## src/rtl/video_timing_pkg.sv

```systemverilog
// Raster timing constants shared by the video timing slice.
// Default set is 1024x768@60 on a 65 MHz pixel clock.
package video_timing_pkg;

   localparam int unsigned H_ACTIVE = 1024;
   localparam int unsigned H_FP     = 24;
   localparam int unsigned H_SYNC   = 136;
   localparam int unsigned H_BP     = 160;
   localparam int unsigned H_TOTAL  =
      H_ACTIVE + H_FP + H_SYNC + H_BP;

   localparam int unsigned V_ACTIVE = 768;
   localparam int unsigned V_FP     = 3;
   localparam int unsigned V_SYNC   = 6;
   localparam int unsigned V_BP     = 29;
   localparam int unsigned V_TOTAL  =
      V_ACTIVE + V_FP + V_SYNC + V_BP;

   localparam int unsigned HCOUNT_W = 11;
   localparam int unsigned VCOUNT_W = 10;

   // True when lo <= x < lo+len, evaluated at full 32-bit width.
   function automatic logic in_window(
      input int unsigned x,
      input int unsigned lo,
      input int unsigned len
   );
      return (x >= lo) && (x < lo + len);
   endfunction

endpackage

```

## src/rtl/sync_delay_line.sv

```systemverilog
// Reset-initialised shift register that delays the sync/blank bundle.
// DEPTH of zero collapses to a straight wire.
module sync_delay_line
   import video_timing_pkg::*;
#(
   parameter int unsigned DEPTH = 2,
   parameter int unsigned WIDTH = 3,
   parameter logic [WIDTH-1:0] RST_VAL = '0
) (
   input  logic             clk,
   input  logic             rst,
   input  logic [WIDTH-1:0] din,
   output logic [WIDTH-1:0] dout
);

   generate
      if (DEPTH == 0) begin : g_wire
         assign dout = din;
      end else begin : g_sr
         logic [WIDTH-1:0] sr [DEPTH];

         always_ff @(posedge clk or posedge rst) begin
            if (rst) begin
               for (int i = 0; i < DEPTH; i++) begin
                  sr[i] <= RST_VAL;
               end
            end else begin
               sr[0] <= din;
               for (int i = 1; i < DEPTH; i++) begin
                  sr[i] <= sr[i-1];
               end
            end
         end

         assign dout = sr[DEPTH-1];
      end
   endgenerate

endmodule

```

## src/rtl/video_timing_gen.sv

```systemverilog
// Raster counters, registered sync/blank decode and vblank strobe.
// Sync/blank are also re-emitted through a pipeline-matching delay.
module video_timing_gen
   import video_timing_pkg::*;
#(
   parameter int unsigned H_ACTIVE   = video_timing_pkg::H_ACTIVE,
   parameter int unsigned H_FP       = video_timing_pkg::H_FP,
   parameter int unsigned H_SYNC     = video_timing_pkg::H_SYNC,
   parameter int unsigned H_BP       = video_timing_pkg::H_BP,
   parameter int unsigned V_ACTIVE   = video_timing_pkg::V_ACTIVE,
   parameter int unsigned V_FP       = video_timing_pkg::V_FP,
   parameter int unsigned V_SYNC     = video_timing_pkg::V_SYNC,
   parameter int unsigned V_BP       = video_timing_pkg::V_BP,
   parameter bit          SYNC_POL   = 1'b0,
   parameter int unsigned PIPE_DELAY = 2
) (
   input  logic                vclock,
   input  logic                reset,
   output logic [HCOUNT_W-1:0] hcount,
   output logic [VCOUNT_W-1:0] vcount,
   output logic                hsync,
   output logic                vsync,
   output logic                blank,
   output logic                hsync_d,
   output logic                vsync_d,
   output logic                blank_d,
   output logic                vblank_start
);

   localparam int unsigned HT =
      H_ACTIVE + H_FP + H_SYNC + H_BP;
   localparam int unsigned VT =
      V_ACTIVE + V_FP + V_SYNC + V_BP;
   localparam int unsigned HS_LO = H_ACTIVE + H_FP;
   localparam int unsigned VS_LO = V_ACTIVE + V_FP;

   localparam logic [2:0] DLY_RST =
      {~SYNC_POL, ~SYNC_POL, 1'b1};

   logic [HCOUNT_W-1:0] hnext;
   logic [VCOUNT_W-1:0] vnext;
   logic                hwrap;
   logic                vwrap;
   logic [31:0]         h32;
   logic [31:0]         v32;
   logic                hs_act;
   logic                vs_act;
   logic                bl_n;
   logic                vbs_n;
   logic [2:0]          dly_q;

   always_comb begin
      hwrap = (32'(hcount) == HT - 1);
      vwrap = (32'(vcount) == VT - 1);
      hnext = hcount + HCOUNT_W'(1);
      vnext = vcount;
      if (hwrap) begin
         hnext = '0;
         vnext = vwrap ? '0 : vcount + VCOUNT_W'(1);
      end
   end

   // Decode the upcoming count so registered outputs line up with it.
   always_comb begin
      h32    = 32'(hnext);
      v32    = 32'(vnext);
      hs_act = in_window(h32, HS_LO, H_SYNC);
      vs_act = in_window(v32, VS_LO, V_SYNC);
      bl_n   = (h32 >= H_ACTIVE) || (v32 >= V_ACTIVE);
      vbs_n  = (hnext == '0) && (v32 == V_ACTIVE);
   end

   always_ff @(posedge vclock or posedge reset) begin
      if (reset) begin
         hcount       <= '0;
         vcount       <= '0;
         hsync        <= ~SYNC_POL;
         vsync        <= ~SYNC_POL;
         blank        <= 1'b0;
         vblank_start <= 1'b0;
      end else begin
         hcount       <= hnext;
         vcount       <= vnext;
         hsync        <= hs_act ? SYNC_POL : ~SYNC_POL;
         vsync        <= vs_act ? SYNC_POL : ~SYNC_POL;
         blank        <= bl_n;
         vblank_start <= vbs_n;
      end
   end

   sync_delay_line #(
      .DEPTH   (PIPE_DELAY),
      .WIDTH   (3),
      .RST_VAL (DLY_RST)
   ) u_dly (
      .clk  (vclock),
      .rst  (reset),
      .din  ({hsync, vsync, blank}),
      .dout (dly_q)
   );

   assign hsync_d = dly_q[2];
   assign vsync_d = dly_q[1];
   assign blank_d = dly_q[0];

endmodule

```

## config.mk

```make
export PLATFORM = sky130hd
export DESIGN_NAME = video_timing_gen
export DESIGN_NICKNAME = d
export VERILOG_FILES = /design/src/rtl/video_timing_pkg.sv /design/src/rtl/sync_delay_line.sv /design/src/rtl/video_timing_gen.sv
export SDC_FILE = /design/constraint.sdc
export NUM_CORES = 1
export LEC_CHECK = 0
export ABC_AREA = 1
export CAP_MARGIN = 0
export CORE_MARGIN = 8
export CORE_UTILIZATION = 40
export CTS_CLUSTER_DIAMETER = 200
export DETAILED_ROUTE_END_ITERATION = 10
export PLACE_DENSITY = 0.67
export SLEW_MARGIN = 10
export SYNTH_ARGS = -nofsm -noshare
export SYNTH_HDL_FRONTEND = slang
export SYNTH_SLANG_ARGS = --single-unit
```

## constraint.sdc

```tcl
create_clock -name vclock -period 1.9 [get_ports vclock]
set_input_delay 0.475 -clock vclock [delete_from_list [all_inputs] [get_ports vclock]]
set_output_delay 0.475 -clock vclock [all_outputs]
set_load 0.02 [all_outputs]
```

Word level (Yosys, flattened, before mapping)
Cells that the tools add are included.

word-level totals
  input bits = 2
  logic and storage cells = 29
  register bits = 31

cells by class
  multiplexer cells = 5
  order comparisons = 6
  eq/ne operators = 3
  reduce and logical (&&, ||, !) cells = 5
  add/sub/neg operators = 2

operators with widths
  operator                 number
  $ge A11 B11 Y1 const B   2
  $eq A10 B10 Y1 const B   2
  $ge A10 B10 Y1 const B   2
  $mux W10                 2
  $add A11 B1 Y11 const B  1
  $eq A11 B11 Y1 const B   1
  $logic_not A11 Y1        1
  $lt A11 B11 Y1 const B   1
  $mux W11                 1
  $add A10 B1 Y10 const B  1
  $lt A10 B10 Y1 const B   1
  $logic_and A1 B1 Y1      3
  $mux W1                  2
  $logic_or A1 B1 Y1       1

Longest topological paths before layout
Gate-level depths: netlist (run 1).

  depth after elaboration = 6
  mapped depth = 12

Modules after synthesis
Synthesis (run 1) repeated with hierarchy kept, for this count alone.

second synthesis, totals
  cell total of the unflattened synthesis = 263
  area total of the unflattened synthesis = 1,895.6 um2

modules (own cells, without submodules)
  module            seq. area each (um2)  cells each  area an instance (um2)  instances
  video_timing_gen  628.1                 253         1,711.6                 1
  sync_delay_line   157.7                 10          183.9                   1

Least setup slack after synthesis (run 1)
No wires, ideal clock.

  path kind = register -> register
  start point = reg hcount[0]
  end point = reg vblank_start
  cell stages (with the launch flop) = 12
  arrival time = 1.705 ns
  path slack = 0.123 ns
  data required time = 1.828 ns
  path buffers = 0
  cells stage by stage = dfrtp_1 > ha_1 > nand3_4 > nor2_4 > nand2_2 > nor3_4 > inv_2 > nand3_1 > nand2_2 > nor2_2 > inv_1 > nor2_1

between the ends
  word-level cells in the longest chain between the ends = 4

RTL lines
  item                                                        RTL line                                        source
  start, declared                                             video_timing_gen.sv:19                          output logic [HCOUNT_W-1:0] hcount,
  start signal, assigned                                      video_timing_gen.sv:82                          hcount <= hnext;
  $add A11 B1 Y11 / $eq A11 B11 Y1 (equally long branches)    video_timing_gen.sv:55, video_timing_gen.sv:53
  $mux W11 / $mux W10 (equally long branches)                 video_timing_gen.sv:57                          if (hwrap) begin
  $logic_not A11 Y1 / $eq A10 B10 Y1 (equally long branches)  video_timing_gen.sv:70                          vbs_n = (hnext == '0) && (v32 == V_ACTIVE);
  $logic_and A1 B1 Y1 (*)                                     video_timing_gen.sv:70
  via vbs_n                                                   video_timing_gen.sv:49                          logic vbs_n;
  end signal, assigned                                        video_timing_gen.sv:87                          vblank_start <= vbs_n;
  end, declared                                               video_timing_gen.sv:27                          output logic vblank_start

The timed path passes the listed nets; every way through them passes the cells marked *.

Final worst setup path (run 1)
  start point = reg hcount[6]
  end point = out hcount[6]

No word-level cell between the ends.

==> impl_metrics.yaml, run 1 <==
power_and_ir_drop:
  power.net_switching_uw: 289
  p_int_mw: 1.05
  switching_share_pct: 21.5
  pwr-share-clk_pct: 49.6
  cellPowerDensity_nw_per_um2: 582
  ir_drop_mv: 0.521
  p_seq_share_pct: 49.2
  leakagePower_nw: 1.39
  combPwrFrac_pct: 1.2
sta:
  holdWs_ps: 358
  rsz0062_at_grt: "false"
  fin_skew_ps: 2.77
  fin_crit_sh_pct: 97.3
  hold_viol: 0
  report.final.slew_viol_count: 0
  tightest_slew_ps: 402
  finalSetupViolCount: 0
  relSlewSlack_pct: 73.2
  finalSetupTns_ps: 0
  finalCriticalPeriod_ps: 1850
  clock.fmax_ghz: 0.541
yosys:
  synth-edff-count: 0
  synth-main-ff-cell: "dfrtp_1"
  synthCells: 227
  ys_async_sr_fraction_pct: 100
  ys_ff_latch: 31
  ys_seq_area_share_pct: 44.8
  syn_area_per_cell_um2: 7.72
  yosys_warnings: 0
  synth_cell_type_count: 24
  syn_nets: 233
  syn_area_um2: 1750
global_route:
  grt_pass1_wl_mm: 6.98
  grt_pass1_vias: 1494
  grt_start_max_net_pins: 32
  grt.total_usage_pct: 13.6
  antenna_found_initial: 0
  grt-ovfl-total: 0
clocking:
  worstSkewPairLatency_ps: 290
  post-cts-setup-buffer-count: 0
  clock_sinks: 31
  cts_root_buf: "clkbuf_8"
  clk_pin_slew_ps: 70
  cts_tree: "yes"
  h-tree-depth: 2
  clockBufferDepth: 2
  cts_made_buffers: 5
floorplanning:
  fp.dieW_um: 82.2
  pin_count: 30
  std_cell_rows: 24
  start_util_pct: 40.8
  coreArea_um2: 4290
  die_h_um: 82.2
  die_area_um2: 6760
final_layout:
  fin_area_um2: 2310
  nFillCells: 386
  area_delta_synth_final_pct: 31.5
  nets: 274
  drive_gt1_share_pct: 20.1
  antennaDiodeCount: 0
setup_path:
  slowest_delay_ps: 640
  crit_chain: "clkdlybuf4s50_1"
  crit_arrival_ps: 1370
  setup.worst_path.end_class: "primary output"
  cp_slowest_cell: "clkdlybuf4s50_1"
  worst_setup_path_start_kind: "register"
  crit_fanout: 5
  cp_top_family: "buffers and inverters"
  critPathKind: "reg2out"
  worst_ep_required_time_ps: 1420
  crit_buf_inv: 1
detailed_routing:
  ant_nets: 0
  first_iter_violations: 79
  vias: 1503
  wirelength_mm: 4.14
  dr.pass1.iters: 4
  wl_per_cell_um: 12.9
  drc_errors: 0
  route.detailed.vias_per_inst: 4.68
run_status:
  outcome: "finished, final reports clean"
run:
  maxCapViolations: 0
placed_design:
  portBuffers: 29
  postPlaceCellArea_um2: 2150
  dp_hpwl_mm: 3.11
  place_congestion: 0.886
min_path:
  hp-class: "reg2reg"
per-layer routing:
| layer | vias to the layer above | share of wire (%) | GRT usage (%) |
|---|---|---|---|
| li1 | 778 | - | - |
| met4 | 0 | 2.3 | 7.72 |
| met2 | 31 | 44 | 21.1 |
| met3 | 9 | 6.0 | 4.00 |
| met5 | - | 0 | 0 |
| met1 | 685 | 47 | 16.3 |
registers in the layout (all words and copies together), names as in the netlist:
register and flops:
u_dly.g_sr.sr 3, vblank_start 1, u_dly.dout 3, hsync 1, vsync 1, blank 1
vcount 10, hcount 11
power by group through the flow:
stage	sequential [mW]	clock (mW)	combinational (mW)
after floorplan	0.672	0	0.00961
after global placement	0.672	0	0.0174
after detailed placement	0.672	0	0.0177
after CTS	0.660	0.685	0.0178
after global routing	0.660	0.711	0.0195
final	0.661	0.666	0.0163
logic make-up (layout without fill, tap and decap cells):
| logic type | count (synthesis) | count (layout) | synth area share, % |
|---|---|---|---|
| AND/OR/NAND/NOR | 141 | 141 | 40.0 |
| buffers and inverters | 42 | 84 | 8.99 |
| flip-flops | 31 | 31 | 44.8 |
| AO/OA/AOI/OAI | 6 | 6 | 1.86 |
| adder cells (fa/ha/maj) | 4 | 4 | 2.86 |
| XOR/XNOR | 3 | 3 | 1.50 |
final cells by class:
class | instances | area [um2] | area share, %
clock buffer | 5 | 68.8 | 2.98
clock inverter | 3 | 43.8 | 1.90
inverter | 42 | 158 | 6.84
multi-input combinational | 154 | 822 | 35.6
sequential | 31 | 787 | 34.1
tap | 52 | 65.1 | 2.82
timing repair buffer | 34 | 362 | 15.7
Yosys cell counts (2+ instances only):
cell type / n / area share [%]
nand2_1: 57 / 12
inv_1: 39 / 8.4
nor2_1: 27 / 5.8
nand3_1: 25 / 7.1
dfrtp_1: 23 / 33
nand2_2: 9 / 3.2
dfstp_2: 8 / 12
nor2_2: 6 / 2.1
ha_1: 4 / 2.9
nand4_1: 4 / 1.4
inv_2: 3 / 0.64
nand3_2: 3 / 1.7
nor3_1: 3 / 0.86
o21ai_0: 3 / 0.86
a21oi_1: 2 / 0.57
nor2_4: 2 / 1.3
xor2_1: 2 / 1.0
cell usage in the layout (no fill, tap or decap):
cell type	n
clkdlybuf4s50_1	11
nand4_1	4
dlygate4sd2_1	3
buf_4	5
xnor2_1	1
clkinv_4	1
clkinv_2	1
inv_1	39
xor2_1	2
clkbuf_8	5
bufinv_16	1
ha_2	2
nand2_1	57
nor3_1	3
dfrtp_1	22
nand2b_2	1
a21oi_1	2
dfstp_2	8
inv_2	3
nand2_4	1
dfrtp_2	1
nor3_4	1
nand3_2	4
nand2_2	9
nand3_1	24
o21ai_0	3
nand3_4	1
nor2_4	2
ha_1	2
o21bai_1	1
nor2_2	7
nor2_1	26
nor2_8	1
dlymetal6s2s_1	15
final timing paths:
kind | cells after the start | slack (ps) | to | start
worst max register to register | 10 | 180 | hsync | hcount[0]
max in group asynchronous | 3 | 1020 | vsync | reset
worst max-delay path | 1 | 50 | hcount[6] | hcount[6]
worst min-delay path | 0 | 360 | u_dly.dout[1] | u_dly.g_sr.sr[4]
min in group asynchronous | 3 | 560 | hcount[2] | reset
worst min register to register | 0 | 360 | u_dly.dout[1] | u_dly.g_sr.sr[4]
timing repair:
| item | in CTS | in global routing |
|---|---|---|
| hold buffers | 0 | 0 |
| setup endpoints to repair | 3 | 19 |
| resized for setup | 3 | 20 |
through the flow:
stage / util, % / total power, mW / std cells / worst slack [ps]
2_1_floorplan: - / 0.682 / 227 / 123
3_3_place_gp: 50.0 / 0.690 / 313 / 141
3_5_place_dp: 50.0 / 0.690 / 313 / 98.4
4_1_cts: 52.5 / 1.36 / 321 / 1.70
5_1_grt: 53.7 / 1.39 / 321 / 0.0195
6_report: 53.7 / 1.34 / 321 / 52.1
Power figures use the tool's default switching activity.
==> run 2, diff against run 1 <==
==> constraint.sdc (replaced) <==
create_clock -name vclock -period 1.9 [get_ports vclock]
set_input_delay 0.38 -clock vclock [delete_from_list [all_inputs] [get_ports vclock]]
set_output_delay 0.38 -clock vclock [all_outputs]
set_load 0.02 [all_outputs]
==> impl_metrics.yaml, run 2 (synthesis results as in run 1) <==
placed_design:
  dp_hpwl_mm: 3.17
  dpl_worst_slack_ps: 88.6
  placed_cells: 315
  place_congestion: 0.856
  portBuffers: 29
final_layout:
  antennaDiodeCount: 0
  final_cell_mix: "nand2_1 (57), inv_1 (38), clkdlybuf4s50_1 (29)"
  nFillCells: 443
  fin_cells: 324
  reg_top3: "hcount (11), vcount (10)"
  largest_reg_flops: 11
  drive_gt1_share_pct: 22.1
  multi_input_area_um2: 842
  seqCellArea_um2: 788
  largest_register: "hcount"
  area_delta_synth_final_pct: 30.8
  nets: 277
  mostFrequentLayoutCell: "nand2_1"
sta:
  relSlewSlack_pct: 73.7
  fin_crit_sh_pct: 97.0
  finalSetupViolCount: 0
  finalCriticalPeriod_ps: 1840
  tightest_slew_ps: 394
  finalSetupTns_ps: 0
  report.final.slew_viol_count: 0
  setup_ws_ps: 56.7
  clock.fmax_ghz: 0.542
  fin_skew_ps: 6.96
  hold_viol: 0
detailed_routing:
  drc_errors: 0
  wirelength_mm: 4.16
  route.detailed.vias_per_inst: 4.82
  vias: 1562
  dr.pass1.iters: 4
  first_iter_violations: 113
  ant_nets: 0
  wl_per_cell_um: 12.8
setup_path:
  cp_slowest_cell: "clkdlybuf4s50_1"
  crit_fanout: 6
  worst_setup_path_start_kind: "register"
  crit_arrival_ps: 1460
  worst_ep_required_time_ps: 1520
  crit_chain: "buf_4 > clkdlybuf4s50_1"
  cp_top_family: "buffers and inverters"
  setup.worst_path.end_class: "primary output"
  slowest_delay_ps: 600
  critPathKind: "reg2out"
  crit_buf_inv: 2
floorplanning:
  start_util_pct: 40.8
  die_h_um: 82.2
  coreArea_um2: 4290
  fp.dieW_um: 82.2
  die_area_um2: 6760
  std_cell_rows: 24
  pin_count: 30
global_route:
  antenna_found_initial: 0
  grt_pass1_wl_mm: 7.18
  grt_pass1_vias: 1577
  grt_start_max_net_pins: 32
  grt.total_usage_pct: 13.7
  grt-ovfl-total: 0
clocking:
  cts_made_buffers: 5
  clockBufferDepth: 2
  worstSkewPairLatency_ps: 290
  h-tree-depth: 2
  cts_root_buf: "clkbuf_8"
  holdBufCountCts: 0
  clk_pin_slew_ps: 70
  cts_tree: "yes"
  clock_sinks: 31
power_and_ir_drop:
  ir_drop_mv: 0.227
  leakagePower_nw: 1.17
  cellPowerDensity_nw_per_um2: 526
run_status:
  outcome: "finished, final reports clean"
min_path:
  hp-class: "reg2reg"
run:
  maxCapViolations: 0
## run 2: changes by cell type in the layout (fill, tap and decap cells not counted), moves of 2 or more
cell             change
dlymetal6s2s_1      -15
buf_4                +3
clkinvlp_4           +2
dlygate4sd2_1        -3
clkdlybuf4s50_1     +18
## run 2: area by class of cell
cell class,count,share of cell area (%)
multi-input combinational,154,36.7
tap,52,2.84
sequential,31,34.4
clock inverter,3,0.873
clock buffer,5,3.00
timing repair buffer,37,15.3
inverter,42,6.88
## run 2: timing repair
item | 4_1_cts | 5_1_grt
setup buffers | 0 | 1
gates resized for setup | 0 | 10
endpoints found under the hold margin | 0 | 0
setup endpoints to repair | 0 | 3
## run 2: metrics by stage
stage / cell area, um2 / power, mW / util, % / hold slack, ps
2_1_floorplan: 1750 / 0.682 / - / 345
3_3_place_gp: 2160 / 0.690 / 50.3 / 345
3_5_place_dp: 2160 / 0.690 / 50.3 / 347
4_1_cts: 2250 / 1.22 / 52.4 / 358
5_1_grt: 2290 / 1.25 / 53.4 / 364
6_report: 2290 / 1.20 / 53.4 / 358
## run 2: power by group
group | leakage [nW] | switching, mW | internal (mW)
combinational | 0.740 | 0.0127 | 0.00329
sequential | 0.387 | 0 | 0.661
clock | 0.0402 | 0.274 | 0.254
total | 1.17 | 0.287 | 0.918
## run 2: per-layer routing
metal	up-vias	routed length [um]	track usage [%]
li1	784	-	-
met1	727	1830	16.4
met2	43	1950	22.1
met3	8	292	4.33
met4	0	81	6.14
met5	-	0	0
## run 2: final timing paths
| kind | from | cells after the start | to | slack, ps |
|---|---|---|---|---|
| max in group asynchronous | reset | 3 | hsync | 1120 |
| min in group asynchronous | reset | 3 | vcount[5] | 460 |
| setup / recovery | hcount[0] | 2 | hcount[0] | 60 |
| hold / removal | u_dly.g_sr.sr[3] | 0 | u_dly.dout[0] | 360 |
| hold reg to reg | u_dly.g_sr.sr[3] | 0 | u_dly.dout[0] | 360 |
| setup reg to reg | vcount[0] | 11 | vblank_start | 140 |
## run 2: worst register-to-register path: stages, from the launching register on
cell     delay [ps]
dfrtp_2         410
ha_2            240
inv_1            70
nor2_1          200
nand2_1          80
nand2_1          70
nand3_1          80
nor2_1          100
nor2_1           60
nor2_1          160
nand4_1         110
nor2_1          100
==> run 3, diff against run 2 <==
Settings changed: CORE_ASPECT_RATIO set to 0.75.
==> impl_metrics.yaml, run 3 (synthesis results as in run 1) <==
run_status:
  outcome: "finished, final reports clean"
detailed_routing:
  drc_errors: 0
  wirelength_mm: 4.13
  wl_per_cell_um: 12.6
  first_iter_violations: 174
  route.detailed.vias_per_inst: 4.65
  dr.pass1.iters: 4
  vias: 1524
  ant_nets: 0
floorplanning:
  coreArea_um2: 4340
  die_h_um: 73.3
  std_cell_rows: 21
  start_util_pct: 40.4
  pin_count: 30
  die_area_um2: 6780
  fp.dieW_um: 92.4
placed_design:
  portBuffers: 29
  dp_hpwl_mm: 3.23
  place_congestion: 0.896
  placed_cells: 320
  dpl_worst_slack_ps: 105
clocking:
  h-tree-depth: 2
  cts_made_buffers: 5
  worstSkewPairLatency_ps: 280
  clock_sinks: 31
  clk_pin_slew_ps: 60
  cts_tree: "yes"
  clockBufferDepth: 2
  post-cts-setup-buffer-count: 0
  cts_root_buf: "clkbuf_8"
sta:
  report.final.slew_viol_count: 0
  finalSetupViolCount: 0
  fin_skew_ps: 5.04
  finalCriticalPeriod_ps: 1830
  clock.fmax_ghz: 0.545
  relSlewSlack_pct: 74.2
  setup_ws_ps: 65.8
  holdWs_ps: 358
  tightest_slew_ps: 387
  hold_viol: 0
  fin_crit_sh_pct: 96.5
global_route:
  grt_pass1_vias: 1417
  grt_most_used_layer: "met2"
  use_met2_pct: 18.3
  antenna_found_initial: 0
  grt_util_met3_pct: 4.80
  use_met1_pct: 17.9
  grt_pass1_wl_mm: 6.96
  grt-ovfl-total: 0
  grt_start_max_net_pins: 32
  grt.total_usage_pct: 12.9
setup_path:
  rr_startpoint: "vcount[1]"
  worst_setup_path_start_kind: "register"
  setup.worst_path.end_class: "primary output"
  startpoint: "vcount[0]"
  ff2ff_setup_slack_ps: 170
  r2r-end: "vblank_start"
  rr_worst_depth: 12
  worst_ep_required_time_ps: 1520
  crit_arrival_ps: 1450
  critPathKind: "reg2out"
  worstSetupEndpoint: "vcount[0]"
  crit_fanout: 6
min_path:
  hp-class: "reg2reg"
power_and_ir_drop:
  leakagePower_nw: 1.18
  cellPowerDensity_nw_per_um2: 565
  ir_drop_mv: 0.313
final_layout:
  nets: 276
  drive_gt1_share_pct: 19.9
  final_cell_mix: "nand2_1 (57), inv_1 (39), clkdlybuf4s50_1 (29)"
  fin_cells: 328
  mostFrequentLayoutCell: "nand2_1"
  antennaDiodeCount: 0
  largest_reg_flops: 11
  reg_top3: "hcount (11), vcount (10)"
  area_delta_synth_final_pct: 31.1
  nFillCells: 404
  largest_register: "hcount"
run:
  maxCapViolations: 0
[run 3: worst min-delay path by stage]
stage | slack [ps] | endpoint | start | cells past startpoint
3_3_place_gp | 350 | u_dly.dout[0] | u_dly.g_sr.sr[3] | 0
4_1_cts | 360 | u_dly.dout[0] | u_dly.g_sr.sr[3] | 0
3_5_place_dp | 350 | u_dly.dout[0] | u_dly.g_sr.sr[3] | 0
5_1_grt | 370 | u_dly.dout[1] | u_dly.g_sr.sr[4] | 0
2_1_floorplan | 350 | u_dly.dout[0] | u_dly.g_sr.sr[3] | 0
6_report | 360 | u_dly.dout[1] | u_dly.g_sr.sr[4] | 0
[run 3: routing by layer]
metal  vias up  wire (um)
met5         -          0
met4         0         32
met3         4        357
met2        53       1680
met1       679       2060
li1        788          -
[run 3: report_power, final]
part	internal, mW	switching, mW	leakage (nW)
Combinational	0.00330	0.0126	0.736
Sequential	0.661	0	0.391
Clock	0.392	0.230	0.0524
[run 3: metrics by stage]
stage               total power [mW]  setup TNS [ps]  util, %  area [um2]
floorplan                      0.682               0        -        1750
global placement               0.689               0     50.0        2170
detailed placement             0.690               0     50.0        2170
CTS                             1.32               0     52.4        2270
global route                    1.35           -4.76     53.0        2300
finish                          1.30               0     53.0        2300
[run 3: final cells by class]
type | count | area (um2) | share of cell area [%]
clock buffer | 7 | 76.3 | 3.32
clock inverter | 1 | 30.0 | 1.31
inverter | 42 | 158 | 6.86
multi-input combinational | 154 | 835 | 36.3
sequential | 31 | 786 | 34.2
tap | 57 | 71.3 | 3.10
timing repair buffer | 36 | 343 | 14.9
[run 3: worst max-delay path, cell delays in order (launching register included)]
cell,delay (ps)
dfrtp_1,410
buf_4,160
clkdlybuf4s50_1,610
[run 3: repair_timing]
item,in CTS,in global routing
hold endpoints to repair,0,0
gates resized for setup,0,6
setup endpoints to repair,0,3
hold buffers,0,0
